<file path="config.mk">
export PLATFORM = sky130hd
export DESIGN_NAME = keypad_digit_display
export DESIGN_NICKNAME = d
export VERILOG_FILES = /design/src/rtl/keypad_digit_display.sv
export SDC_FILE = /design/constraint.sdc
export NUM_CORES = 1
export LEC_CHECK = 0
export ABC_AREA = 1
export ABC_CLOCK_PERIOD_IN_PS = 1460
export CAP_MARGIN = 40
export CELL_PAD_IN_SITES_DETAIL_PLACEMENT = 1
export CELL_PAD_IN_SITES_GLOBAL_PLACEMENT = 1
export CORE_AREA = 4 4 92 94
export CTS_BUF_LIST = sky130_fd_sc_hd__clkbuf_2 sky130_fd_sc_hd__clkbuf_4 sky130_fd_sc_hd__clkbuf_8
export DETAILED_ROUTE_END_ITERATION = 12
export DIE_AREA = 0 0 96 98
export PLACE_DENSITY = 0.76
export SYNTH_ARGS = -nofsm -noshare
export SYNTH_HDL_FRONTEND = slang
export SYNTH_SLANG_ARGS = --single-unit
</file>
<file path="constraint.sdc">
create_clock -name clk -period 1.46 [get_ports clk]
set_input_delay 0.219 -clock clk [delete_from_list [all_inputs] [get_ports clk]]
set_output_delay 0.219 -clock clk [all_outputs]
set_load 0.02 [all_outputs]
</file>
<file path="src/rtl/keypad_digit_display.sv">
// Dual-digit seven-segment display stage: keeps the last two key codes, time-multiplexes
// them onto one shared segment bus with inter-phase anode blanking, and drives a hold LED.
module keypad_digit_display #(
  parameter int unsigned REFRESH_DIV  = 1000,
  parameter int unsigned BLANK_CYCLES = 8,
  parameter int unsigned LED_HOLD     = 50000
) (
  input  logic       clk,
  input  logic       reset,
  input  logic       key_valid,
  input  logic [3:0] key_code,
  output logic [6:0] seg,
  output logic [1:0] an,
  output logic [3:0] digit_lo,
  output logic [3:0] digit_hi,
  output logic       led_key
);

  localparam int unsigned CntW  = (REFRESH_DIV > 2) ? $clog2(REFRESH_DIV) : 1;
  localparam int unsigned HoldW = $clog2(LED_HOLD + 1);

  localparam logic [CntW-1:0]  CntMax   = CntW'(REFRESH_DIV - 1);
  localparam logic [CntW-1:0]  CntBlank = CntW'(BLANK_CYCLES);
  localparam logic [HoldW-1:0] HoldLoad = HoldW'(LED_HOLD);

  localparam logic [6:0] SegOff = 7'b1111111;
  localparam logic [1:0] AnOff  = 2'b11;

  typedef enum logic {SelLo, SelHi} sel_e;

  logic [CntW-1:0]  cnt_q, cnt_d;
  sel_e             sel_q, sel_d;
  logic [3:0]       lo_q, lo_d, hi_q, hi_d;
  logic [HoldW-1:0] hold_q, hold_d;
  logic             led_q, led_d;
  logic [6:0]       seg_q, seg_d;
  logic [1:0]       an_q, an_d;

  function automatic logic [6:0] hex_to_seg(input logic [3:0] v);
    logic [6:0] s;
    unique case (v)
      4'h0: s = 7'b1000000;
      4'h1: s = 7'b1111001;
      4'h2: s = 7'b0100100;
      4'h3: s = 7'b0110000;
      4'h4: s = 7'b0011001;
      4'h5: s = 7'b0010010;
      4'h6: s = 7'b0000010;
      4'h7: s = 7'b1111000;
      4'h8: s = 7'b0000000;
      4'h9: s = 7'b0010000;
      4'hA: s = 7'b0001000;
      4'hB: s = 7'b0000011;
      4'hC: s = 7'b1000110;
      4'hD: s = 7'b0100001;
      4'hE: s = 7'b0000110;
      4'hF: s = 7'b0001110;
      default: s = SegOff;
    endcase
    return s;
  endfunction

  always_comb begin
    cnt_d  = cnt_q + CntW'(1);
    sel_d  = sel_q;
    lo_d   = lo_q;
    hi_d   = hi_q;
    hold_d = hold_q;
    seg_d  = SegOff;
    an_d   = AnOff;

    if (cnt_q == CntMax) begin
      cnt_d = '0;
      sel_d = (sel_q == SelLo) ? SelHi : SelLo;
    end

    if (key_valid) begin
      hi_d = lo_q;
      lo_d = key_code;
    end

    // A strobe reloads the full hold time rather than extending it.
    if (key_valid) begin
      hold_d = HoldLoad;
    end else if (hold_q != '0) begin
      hold_d = hold_q - HoldW'(1);
    end
    led_d = (hold_d != '0);

    // Display is driven from this cycle's state, so a digit captured now shows next cycle.
    if (cnt_q >= CntBlank) begin
      if (sel_q == SelLo) begin
        an_d  = 2'b10;
        seg_d = hex_to_seg(lo_q);
      end else begin
        an_d  = 2'b01;
        seg_d = hex_to_seg(hi_q);
      end
    end
  end

  always_ff @(posedge clk) begin
    if (reset) begin
      cnt_q  <= '0;
      sel_q  <= SelLo;
      lo_q   <= 4'h0;
      hi_q   <= 4'h0;
      hold_q <= '0;
      led_q  <= 1'b0;
      seg_q  <= SegOff;
      an_q   <= AnOff;
    end else begin
      cnt_q  <= cnt_d;
      sel_q  <= sel_d;
      lo_q   <= lo_d;
      hi_q   <= hi_d;
      hold_q <= hold_d;
      led_q  <= led_d;
      seg_q  <= seg_d;
      an_q   <= an_d;
    end
  end

  assign seg      = seg_q;
  assign an       = an_q;
  assign digit_lo = lo_q;
  assign digit_hi = hi_q;
  assign led_key  = led_q;

endmodule

</file>
**After elaboration in Yosys (flattened, before gate mapping)**

Memories as Yosys holds them, arrays and structs flattened. A register that Yosys moved wholly into a read port is not among the register bits.
Index checks and enable logic that the tools add are counted.

- Register bits after elaboration: 45
- ROM bits: 224
- Output and inout bits: 18
- Word-level logic and storage cells: 28
- Memories: 2

- Add/sub/neg operators: 2
- Order comparisons: 1
- Equal/unequal tests: 1
- Mux-type cells: 9
- Bitwise gates (word level): 1
- Reduce and logical (&&, ||, !) cells: 4

Memories:

| name | words | bits a word | read ports | clocked after Yosys merged registers in | write ports | RTL line | text |
|---|---|---|---|---|---|---|---|
| (name not given) | 16 | 7 | 1 | 1 | 0 | 41 | `unique case (v)` |
| (name not given) | 16 | 7 | 1 | 1 | 0 | 41 |  |

Operator list:

| operator | number |
|---|---|
| $mux W16 | 2 |
| $reduce_bool A16 Y1 | 2 |
| $mux W4 | 4 |
| $sub A16 B1 Y16 const B | 1 |
| $add A10 B1 Y10 const B | 1 |
| $eq A10 B10 Y1 const B | 1 |
| $ge A10 B4 Y1 const B | 1 |
| $mux W7 | 1 |
| $reduce_or A2 Y1 | 2 |
| $mux W2 | 1 |
| $mux W1 | 1 |
| $not A1 Y1 | 1 |

**Logic depth before layout (Yosys ltp)**

Gate-level depths: netlist of the first run.

- Word-level depth: 4
- Gate-level depth with buffers: 13
- Mapped depth without buffers: 13

**Least setup slack after synthesis of the first run**

OpenSTA, ideal clock, no wires.

- Kind: register -> register
- From: register lo_q[1] (netlist: digit_lo[1])
- To: register with a tool-made name
- Library setup time: 0.127 ns
- Arrival: 1.631 ns
- Setup slack: -0.299 ns
- Stages on the path, launching flop included: 8
- Buffers on the path: 0
- Clock period less this slack: 1.759 ns
- Cells stage by stage: dfxtp_1 > nor2_1 > nor3_1 > inv_1 > ha_1 > nand2_2 > nand2_1 > a21boi_1

RTL lines:

| what | RTL line | text |
|---|---|---|
| start: declaration | 33 | `logic [3:0] lo_q, lo_d, hi_q, hi_d;` |
| start signal: assignment | 115 | `lo_q <= lo_d;` |

**Worst setup path in the final report of the first run**

- From: register hold_q[2]
- To: register led_q (netlist: led_key)

- Cells in the longest elaborated chain, start to end: 4
- Elaborated cells on any way between the ends: 5
- Classes of those cells: add/sub (1); mux (2); reduce/logical (2)

RTL lines:

| what | RTL line | text |
|---|---|---|
| start: declaration | 34 | `logic [HoldW-1:0] hold_q, hold_d;` |
| start signal: assignment | 117 | `hold_q <= hold_d;` |
| $sub A16 B1 Y16 / $reduce_bool A16 Y1 (equally long branches) | 86, 85 |  |
| $mux W16 (*) | 85 | `end else if (hold_q != '0) begin` |
| $mux W16 (*) | 83 | `if (key_valid) begin` |
| $reduce_bool A16 Y1 (*) | 88 | `led_d = (hold_d != '0);` |
| end signal: assignment | 118 | `led_q <= led_d;` |
| end: declaration | 35 | `logic led_q, led_d;` |

Mark *: on every way between the ends. The rest lies on a longest branch, timed or not.
A chain may end at the register's enable or synchronous reset.

==> impl_metrics.py, run 1 <==
metrics = {
    "cts": {
        "clk_latency_ps": 350,
        "cts_made_buffers": 9,
        "holdBufCountCts": 0,
        "clock_sinks": 59,
        "cts_max_level": 3,
        "root_buffer": "clkbuf_8",
        "clk_pin_slew_ps": 90,
        "clockBufferDepth": 2,
        "cts_tree": "built",
    },
    "setup_path": {
        "crit_fanout": 3,
        "rr_endpoint": "led_key",
        "critPathRequiredTime_ps": 1700,
        "timing.rr.start": "hold_q[2]",
        "crit_arrival_ps": 1970,
        "cp-start-kind": "register",
        "r2r_slack_ps": -270,
        "critPathKind": "register to register",
        "crit_path_end_kind": "register",
        "r2r_cells": 14,
    },
    "synthesis": {
        "yosys-top-cells-area": "dfxtp_1 (40%), nand2_1 (12%), nor2_1 (10%), ha_1 (6.8%), nand3_1 (5.3%)",
        "syn_nets": 433,
        "synth_top_area_cell": "dfxtp_1",
        "avgSynthCellArea_sq_um": 7.20,
        "synth-seq-area-share_pct": 40.0,
        "synth_cell_types": 32,
        "ys_ff_latch": 59,
        "yosysTopAreaCellShare_pct": 40.0,
        "synth_area_sq_um": 2950,
        "synthFlopType": "dfxtp_1",
        "synth_edf_count": 0,
        "netlist_instances": 410,
        "async_flop_share_pct": 0,
        "ys_warn_count": 0,
    },
    "die": {
        "die_x_microns": 96,
        "start_util_pct": 38.6,
        "row_count": 32,
        "die_y_microns": 98,
        "pin_count": 25,
        "core_area_sq_um": 7650,
        "die-area_sq_um": 9410,
    },
    "place": {
        "placed_area_sq_um": 3850,
        "hpwl_microns": 6760,
        "gp_congestion": 0.857,
        "port-buffer-count": 24,
    },
    "route": {
        "met3WireLength_microns": 298,
        "drc": 0,
        "dr.max_layer_used": "met4",
        "drt-total-wl_microns": 12100,
        "via_count": 3293,
        "wl_per_cell_microns": 19.0,
        "drtIter0Drc": 110,
        "drt-met1-wl_microns": 4540,
        "via_per_inst": 5.19,
        "wl_met2_microns": 6690,
        "firstDrtPassIters": 4,
        "ant_nets": 0,
    },
    "finish": {
        "n_fill_cell": 917,
        "area_growth_pct": 56.7,
        "drive_gt1_share_pct": 41.5,
        "finalInstanceArea_sq_um": 4620,
        "final_cell_mix": "nand2_1 (76), buf_4 (76), nor2_1 (56)",
        "antenna_cells": 0,
        "fin_nets": 550,
    },
    "timing": {
        "setup_violations": 12,
        "rsz0062_at_grt": "yes",
        "period_share_pct": 119,
        "tightest_slew_ps": 278,
        "setup_slack_ps": -272,
        "max_slew_margin_pct": 81.4,
        "fin_worst_skew_ps": 13.8,
        "hold_viol_final": 0,
        "period_minus_slack_ps": 1730,
        "max_freq_ghz": 0.577,
        "tns_ps": -858,
        "drv_slew": 0,
    },
    "global_routing": {
        "grt_pass1_vias": 3439,
        "grt_max_degree": 13,
        "antenna_found_initial": 0,
        "grtUsageTotal_pct": 22.8,
        "grt_pass1_wl_microns": 16600,
        "overflow": 0,
    },
    "power": {
        "power_mw": 4.91,
        "p_leak_nw": 2.07,
        "power_density_nw_per_um2": 1060,
        "peakVddDrop_uv": 838,
    },
    "min_path": {
        "hold_path_startpoint": "reset",
        "whs_endpoint": "digit_hi[3]",
        "hp-class": "primary input to register",
        "hold_depth": 3,
    },
    "run": {
        "cap_violations": 0,
    },
    "run_status": {
        "failed_checks": "setup timing",
        "outcome": "finished, violations left",
    },
}
-- critical path, cell delays in order, from the launching register on --
cell	delay, ps
dfxtp_4	370
nor2_4	150
buf_4	130
buf_4	110
nand3_1	110
nand2_1	90
nand2_1	60
nand2_1	80
nand3_1	70
inv_1	60
nand2_1	70
nor2_2	110
nand3_1	100
nand2_1	90
inv_1	50
-- final cells by class --
type | instances | area [sq um] | area share [%]
clock inverter | 7 | 98.8 | 2.14
sequential | 59 | 1220 | 26.3
tap | 102 | 128 | 2.76
inverter | 39 | 154 | 3.33
multi-input combinational | 303 | 1930 | 41.8
timing repair buffer | 115 | 971 | 21.0
clock buffer | 9 | 124 | 2.68
-- cell families after synthesis --
kind of cell               Yosys count  synth area share, %
and+or+nand+nor                    248                 37.9
DFF                                 59                 40.0
buffers and inverters               48                 7.25
AOI/OAI and AO/OA                   34                 6.53
adders and majority gates           16                 6.79
xor gates and xnor gates             5                 1.48
-- worst max-delay path by stage --
stage	from	endpoint	slack, ps	depth (start not counted)
floorplan	digit_hi[1]	register	3	7
global placement	key_valid	register	-550	8
detailed placement	key_valid	register	-690	10
CTS	hold_q[0]	led_key	-160	13
global route	hold_q[3]	led_key	-390	14
finish	hold_q[2]	led_key	-270	14
-- routing by layer --
layer	GRT usage (%)	up-vias
met5	0	-
met3	5.08	42
met4	8.97	0
met2	41.1	78
li1	-	1549
met1	25.4	1624
-- synth_stat cells, types with 2 or more instances --
library cell and n:
buf_6 4, inv_1 35, nor2_4 2, a21oi_1 11
ha_1 16, xor2_1 5, nor3_4 2, dfxtp_1 59
nor3_1 13, o21ai_0 16, nand4_1 5, nand3_1 31
clkbuf_1 2, clkinv_1 3, nor3b_1 2, a21boi_1 2
a31oi_1 2, nor2_1 79, nor2_2 8, buf_2 3
nand2_2 5, nand3b_1 4, nand2_1 92
-- timing repair --
action                     4_1_cts  5_1_grt
pin swaps                       13       34
gates resized for setup         70       81
hold endpoints to repair         0        0
buffers inserted                11       11
setup endpoints to repair       40       38
-- where the power goes --
part           leakage (nW)  total (mW)  internal (mW)  switching [mW]
combinational          1.47        1.37          0.599           0.770
sequential            0.494        1.81           1.72          0.0883
clock                 0.106        1.73          0.970           0.759
-- metrics by stage --
step,std cells,utilization [%],worst slack [ps],hold WS (ps)
after floorplan,410,-,3.41,407
after global placement,597,50.4,-546,440
after detailed placement,597,50.4,-693,441
after CTS,624,56.0,-159,370
after global routing,634,60.5,-389,397
final,634,60.5,-272,403
(Power assumes the default switching activity.)
==> run 2, diff against run 1 <==
- ABC_CLOCK_PERIOD_IN_PS: 1460 -> 2100
- CORE_AREA: 4 4 92 94 -> 4 4 85 87
- CTS_CLUSTER_DIAMETER: unset -> 40
- DIE_AREA: 0 0 96 98 -> 0 0 89 91
- PLACE_DENSITY: 0.76 -> 0.84
- clock period: 1.46 -> 2.1 ns (I/O delays scaled with it)
==> run 2 against run 1 <==
  * The run now ends clean
  * Sequential cell count did not move
  * Clock power is 38% lower
  * Worst hold slack better by 56 ps
  * Die area fell by 14%
  * Combinational power down 58%
  * Design area down 22%
  * Total power is 41% lower
  * Critical path depth fell by 5
  * Via count down 15%
  * Global-route usage down 0.79 points
  * Cell count fell by 14%
==> impl_metrics.py, run 2 (synthesized netlist as in run 1, its figures left out) <==
metrics = {
    "cts": {
        "clk_pin_slew_ps": 70,
        "cts_made_buffers": 9,
        "clk_latency_ps": 340,
        "clock_sinks": 59,
        "root_buffer": "clkbuf_8",
        "cts_max_level": 3,
        "clockBufferDepth": 2,
        "cts_tree": "built",
    },
    "timing": {
        "rsz0062_at_grt": "no",
        "period_share_pct": 90.7,
        "setup_slack_ps": 196,
        "hold_viol_final": 0,
        "period_minus_slack_ps": 1900,
        "hold_ws_ps": 459,
        "tns_ps": 0,
        "fin_worst_skew_ps": 5.81,
        "max_slew_margin_pct": 72.4,
        "drv_slew": 0,
        "max_freq_ghz": 0.525,
        "tightest_slew_ps": 411,
        "setup_violations": 0,
    },
    "route": {
        "ant_nets": 0,
        "drt-total-wl_microns": 8000,
        "wl_per_cell_microns": 14.7,
        "drtIter0Drc": 70,
        "via_count": 2787,
        "firstDrtPassIters": 4,
        "via_per_inst": 5.13,
        "drc": 0,
    },
    "global_routing": {
        "grt_pass1_vias": 3040,
        "overflow": 0,
        "grtUsageTotal_pct": 22.0,
        "grt_pass1_wl_microns": 14000,
        "antenna_found_initial": 0,
        "grt_max_degree": 20,
    },
    "place": {
        "place_ws_ps": -98.9,
        "placed_area_sq_um": 3420,
        "placedCellCount": 527,
        "hpwl_microns": 5890,
        "port-buffer-count": 24,
        "gp_congestion": 0.874,
    },
    "setup_path": {
        "worst_path_max_delay_cell": "clkdlybuf4s50_1",
        "critPathKind": "primary input to register",
        "r2r_cells": 12,
        "crit_fanout": 7,
        "crit_path_cell_trace": "clkdlybuf4s50_1 -> buf_4 -> nor2_1 -> nor3_1 -> inv_1 -> ha_1 -> nand2_2 -> nand2_1 -> a21boi_1",
        "max_stage_delay_ps": 510,
        "cp-start-kind": "primary input",
        "critPathRequiredTime_ps": 2320,
        "crit_path_end_kind": "register",
        "rr_endpoint": "led_key",
        "crit_arrival_ps": 2120,
        "worstSetupStartpoint": "key_valid",
        "timing.rr.start": "hold_q[0]",
        "r2r_slack_ps": 210,
    },
    "power": {
        "peakVddDrop_uv": 410,
        "p_leak_nw": 1.65,
        "power_mw": 2.88,
        "power_density_nw_per_um2": 795,
    },
    "die": {
        "die_x_microns": 89,
        "die_y_microns": 91,
        "pin_count": 25,
        "die-area_sq_um": 8100,
        "start_util_pct": 46.5,
        "row_count": 29,
        "core_area_sq_um": 6350,
    },
    "finish": {
        "antenna_cells": 0,
        "stdcell_count": 543,
        "fin_nets": 484,
        "final_cell_mix": "nand2_1 (92), nor2_1 (79), dfxtp_1 (59)",
        "finalInstanceArea_sq_um": 3630,
        "post-route-util_pct": 57.1,
        "drive_gt1_share_pct": 13.5,
        "area_growth_pct": 22.9,
        "mostFrequentLayoutCell": "nand2_1",
    },
    "run": {
        "cap_violations": 0,
    },
    "run_status": {
        "outcome": "complete, no violations",
    },
    "min_path": {
        "hp-class": "register to register",
    },
}
run 2: changes by cell type in the layout (fill, tap and decap cells not counted), sizes merged:
cell,previous run,this run
buf,91,25
clkdlybuf4s50,3,24
dlygate4sd2,21,0
clkinv,2,5
inv,40,37
bufinv,2,1
clkbuf,9,10
run 2: worst min-delay path by stage:
| stage | startpoint | endpoint | slack (ps) | cells after the start |
|---|---|---|---|---|
| floorplan | register | seg[0] | 420 | 2 |
| global placement | register | seg[1] | 430 | 2 |
| CTS | register | seg[1] | 460 | 2 |
| finish | register | seg[1] | 460 | 2 |
| global route | register | seg[3] | 500 | 2 |
| detailed placement | register | seg[1] | 450 | 2 |
run 2: cell type report:
type	count	area, sq um
clock buffer	10	138
sequential	59	1180
clock inverter	6	63.8
fill	809	2720
tap	77	96.3
inverter	39	146
timing repair buffer	49	440
multi-input combinational	303	1560
run 2: power breakdown:
part	total, mW	switching [mW]	internal (mW)
combinational	0.570	0.353	0.217
sequential	1.24	0.0513	1.19
clock	1.07	0.490	0.580
total	2.88	0.894	1.99
run 2: timing repair:
item	4_1_cts	5_1_grt
setup buffers	0	0
setup endpoints to repair	0	1
resized for setup	0	1
hold buffers	0	0
run 2: critical path, delay by kind of cell:
| family | cells | cell delay [ps] |
|---|---|---|
| AO/OA/AOI/OAI | 1 | 130 |
| adder cells (fa/ha/maj) | 1 | 330 |
| buffers and inverters | 3 | 850 |
| AND/OR/NAND/NOR | 4 | 510 |
run 2: routing by layer:
layer	track usage (%)	share of wire [%]	vias to the layer above
met1	26.0	43	1337
met4	8.06	2.1	0
met5	0	0	-
li1	-	-	1404
met3	4.16	2.4	13
met2	38.9	52	33
==> run 3, diff against run 2 <==
- RECOVER_POWER: unset -> 100
==> run 3 against run 2 <==
  * Worst setup slack got worse by 30 ps
  * Cell count unchanged
  * Via count increased by 0.25%
  * Fmax shrank 1.5%
  * Utilization down 0.39 points
  * Highest routed layer unchanged
  * Clock power hardly changed
  * Clock skew about the same
  * Count of clock-buffer cells in the layout stayed put
  * Wire length fell by 0.29%
  * Critical path type unchanged
==> impl_metrics.py, run 3 (synthesized netlist as in run 1, its figures left out) <==
metrics = {
    "timing": {
        "tns_ps": 0,
        "setup_violations": 0,
        "max_freq_ghz": 0.517,
        "max_slew_margin_pct": 60.5,
        "fin_worst_skew_ps": 5.90,
        "drv_slew": 0,
        "period_share_pct": 92.1,
        "rsz0062_at_grt": "no",
        "hold_viol_final": 0,
        "period_minus_slack_ps": 1930,
        "tightest_slew_ps": 593,
    },
    "cts": {
        "cts_setup_buffers": 0,
        "cts_made_buffers": 9,
        "cts_tree": "built",
        "clk_latency_ps": 340,
        "clk_pin_slew_ps": 70,
        "clock_sinks": 59,
        "holdBufCountCts": 0,
        "cts_max_level": 3,
        "clockBufferDepth": 2,
        "root_buffer": "clkbuf_8",
    },
    "power": {
        "p_clk_share_pct": 37.2,
        "comb_power_share_pct": 19.4,
        "p_leak_nw": 1.61,
        "power_density_nw_per_um2": 797,
        "internal_power_mw": 1.98,
        "sw_frac_of_total_pct": 31.1,
        "p_switching_mw": 0.892,
        "seqPwrFrac_pct": 43.3,
        "peakVddDrop_uv": 410,
    },
    "setup_path": {
        "cp-start-kind": "primary input",
        "r2r_cells": 12,
        "crit_path_end_kind": "register",
        "r2r_slack_ps": 220,
        "rr_endpoint": "led_key",
        "critPathKind": "primary input to register",
        "crit_fanout": 11,
        "crit_path_cell_trace": "dlygate4sd3_1 -> clkbuf_2 -> or3_4 -> inv_2 -> nand2_1 -> a32o_1",
        "path_delay_family": "buffers and inverters",
        "cp_num_buf_inv": 3,
        "max_stage_delay_ps": 690,
        "crit_arrival_ps": 2170,
        "worst_path_max_delay_cell": "dlygate4sd3_1",
        "critPathRequiredTime_ps": 2330,
        "timing.rr.start": "hold_q[0]",
    },
    "die": {
        "core_area_sq_um": 6350,
        "start_util_pct": 46.5,
        "die_y_microns": 91,
        "pin_count": 25,
        "die_x_microns": 89,
        "row_count": 29,
        "die-area_sq_um": 8100,
    },
    "place": {
        "placedCellCount": 527,
        "port-buffer-count": 24,
        "gp_congestion": 0.874,
        "hpwl_microns": 5890,
    },
    "route": {
        "wl_per_cell_microns": 14.7,
        "drtIter0Drc": 63,
        "via_count": 2794,
        "drc": 0,
        "drt-total-wl_microns": 7970,
        "firstDrtPassIters": 4,
        "ant_nets": 0,
        "via_per_inst": 5.15,
    },
    "finish": {
        "fin_nets": 484,
        "stdcell_count": 543,
        "drive_gt1_share_pct": 12.2,
        "n_fill_cell": 814,
        "mostFrequentLayoutCell": "nand2_1",
        "final_cell_mix": "nand2_1 (92), nor2_1 (79), dfxtp_1 (59)",
        "antenna_cells": 0,
        "area_growth_pct": 22.1,
    },
    "global_routing": {
        "overflow": 0,
        "grtUsageTotal_pct": 22.0,
        "grt_pass1_vias": 3040,
        "grt_max_degree": 20,
        "grt_pass1_wl_microns": 14000,
        "antenna_found_initial": 0,
    },
    "run_status": {
        "outcome": "complete, no violations",
    },
    "min_path": {
        "whs_endpoint": "seg[1]",
        "hp-class": "register to register",
        "hold_depth": 2,
    },
    "run": {
        "cap_violations": 0,
    },
}
run 3: cell types whose count changed in the layout (fill, tap and decap cells not counted), sizes merged:
cell / change
buf: -9
clkbuf: +9
dlygate4sd3: +19
clkdlybuf4s50: -19
run 3: worst max path at each step:
stage	depth (start not counted)	slack, ps	start	endpoint
detailed placement	6	-100	reset	register
global placement	12	-30	key_valid	register
CTS	13	130	hold_q[0]	led_key
global route	13	3	hold_q[0]	led_key
finish	6	170	reset	register
floorplan	7	340	digit_lo[1]	register
run 3: cell type report:
| type | instances | area (sq um) | area share [%] |
|---|---|---|---|
| Inverter | 39 | 146 | 4.07 |
| Clock buffer | 10 | 138 | 3.82 |
| Multi-Input combinational cell | 303 | 1560 | 43.3 |
| Tap cell | 77 | 96.3 | 2.68 |
| Timing Repair Buffer | 49 | 415 | 11.5 |
| Clock inverter | 6 | 63.8 | 1.77 |
| Sequential cell | 59 | 1180 | 32.8 |
run 3: metrics by stage:
| step | power (mW) | setup WS, ps | instance area (sq um) | util, % | hold slack (ps) |
|---|---|---|---|---|---|
| 3_3_place_gp | 1.80 | -33.2 | 3420 | 53.9 | 429 |
| 5_1_grt | 3.05 | 2.95 | 3600 | 56.7 | 504 |
| 4_1_cts | 2.90 | 134 | 3620 | 57.0 | 464 |
| 2_1_floorplan | 1.65 | 341 | 2950 | - | 416 |
| 3_5_place_dp | 1.83 | -98.9 | 3420 | 53.9 | 447 |
| 6_report | 2.87 | 166 | 3600 | 56.7 | 459 |
run 3: metal layers:
layer	vias to the layer above	GRT usage, %	wire (microns)
li1	1407	-	-
met1	1337	26.0	3440
met2	35	38.9	4170
met3	15	4.16	188
met4	0	8.06	171
met5	-	0	0
run 3: power by group through the flow:
stage / logic [mW] / registers (mW) / clock network, mW
3_3_place_gp: 0.539 / 1.26 / 0
2_1_floorplan: 0.379 / 1.27 / 0
5_1_grt: 0.640 / 1.25 / 1.16
3_5_place_dp: 0.562 / 1.27 / 0
6_report: 0.558 / 1.24 / 1.07
4_1_cts: 0.573 / 1.24 / 1.08
run 3: what timing repair did:
| item | 4_1_cts | 5_1_grt |
|---|---|---|
| gates resized for setup | 0 | 1 |
| endpoints found under the hold margin | 0 | 0 |
| endpoints found under the setup margin | 0 | 1 |
run 3: worst register-to-register path, delay by kind of cell (launching register included):
family / cells / cell delay [ps]
flops: 1 / 330
fa+ha+maj: 1 / 260
xor+xnor: 1 / 190
buf+inv: 3 / 280
simple gates: 7 / 750
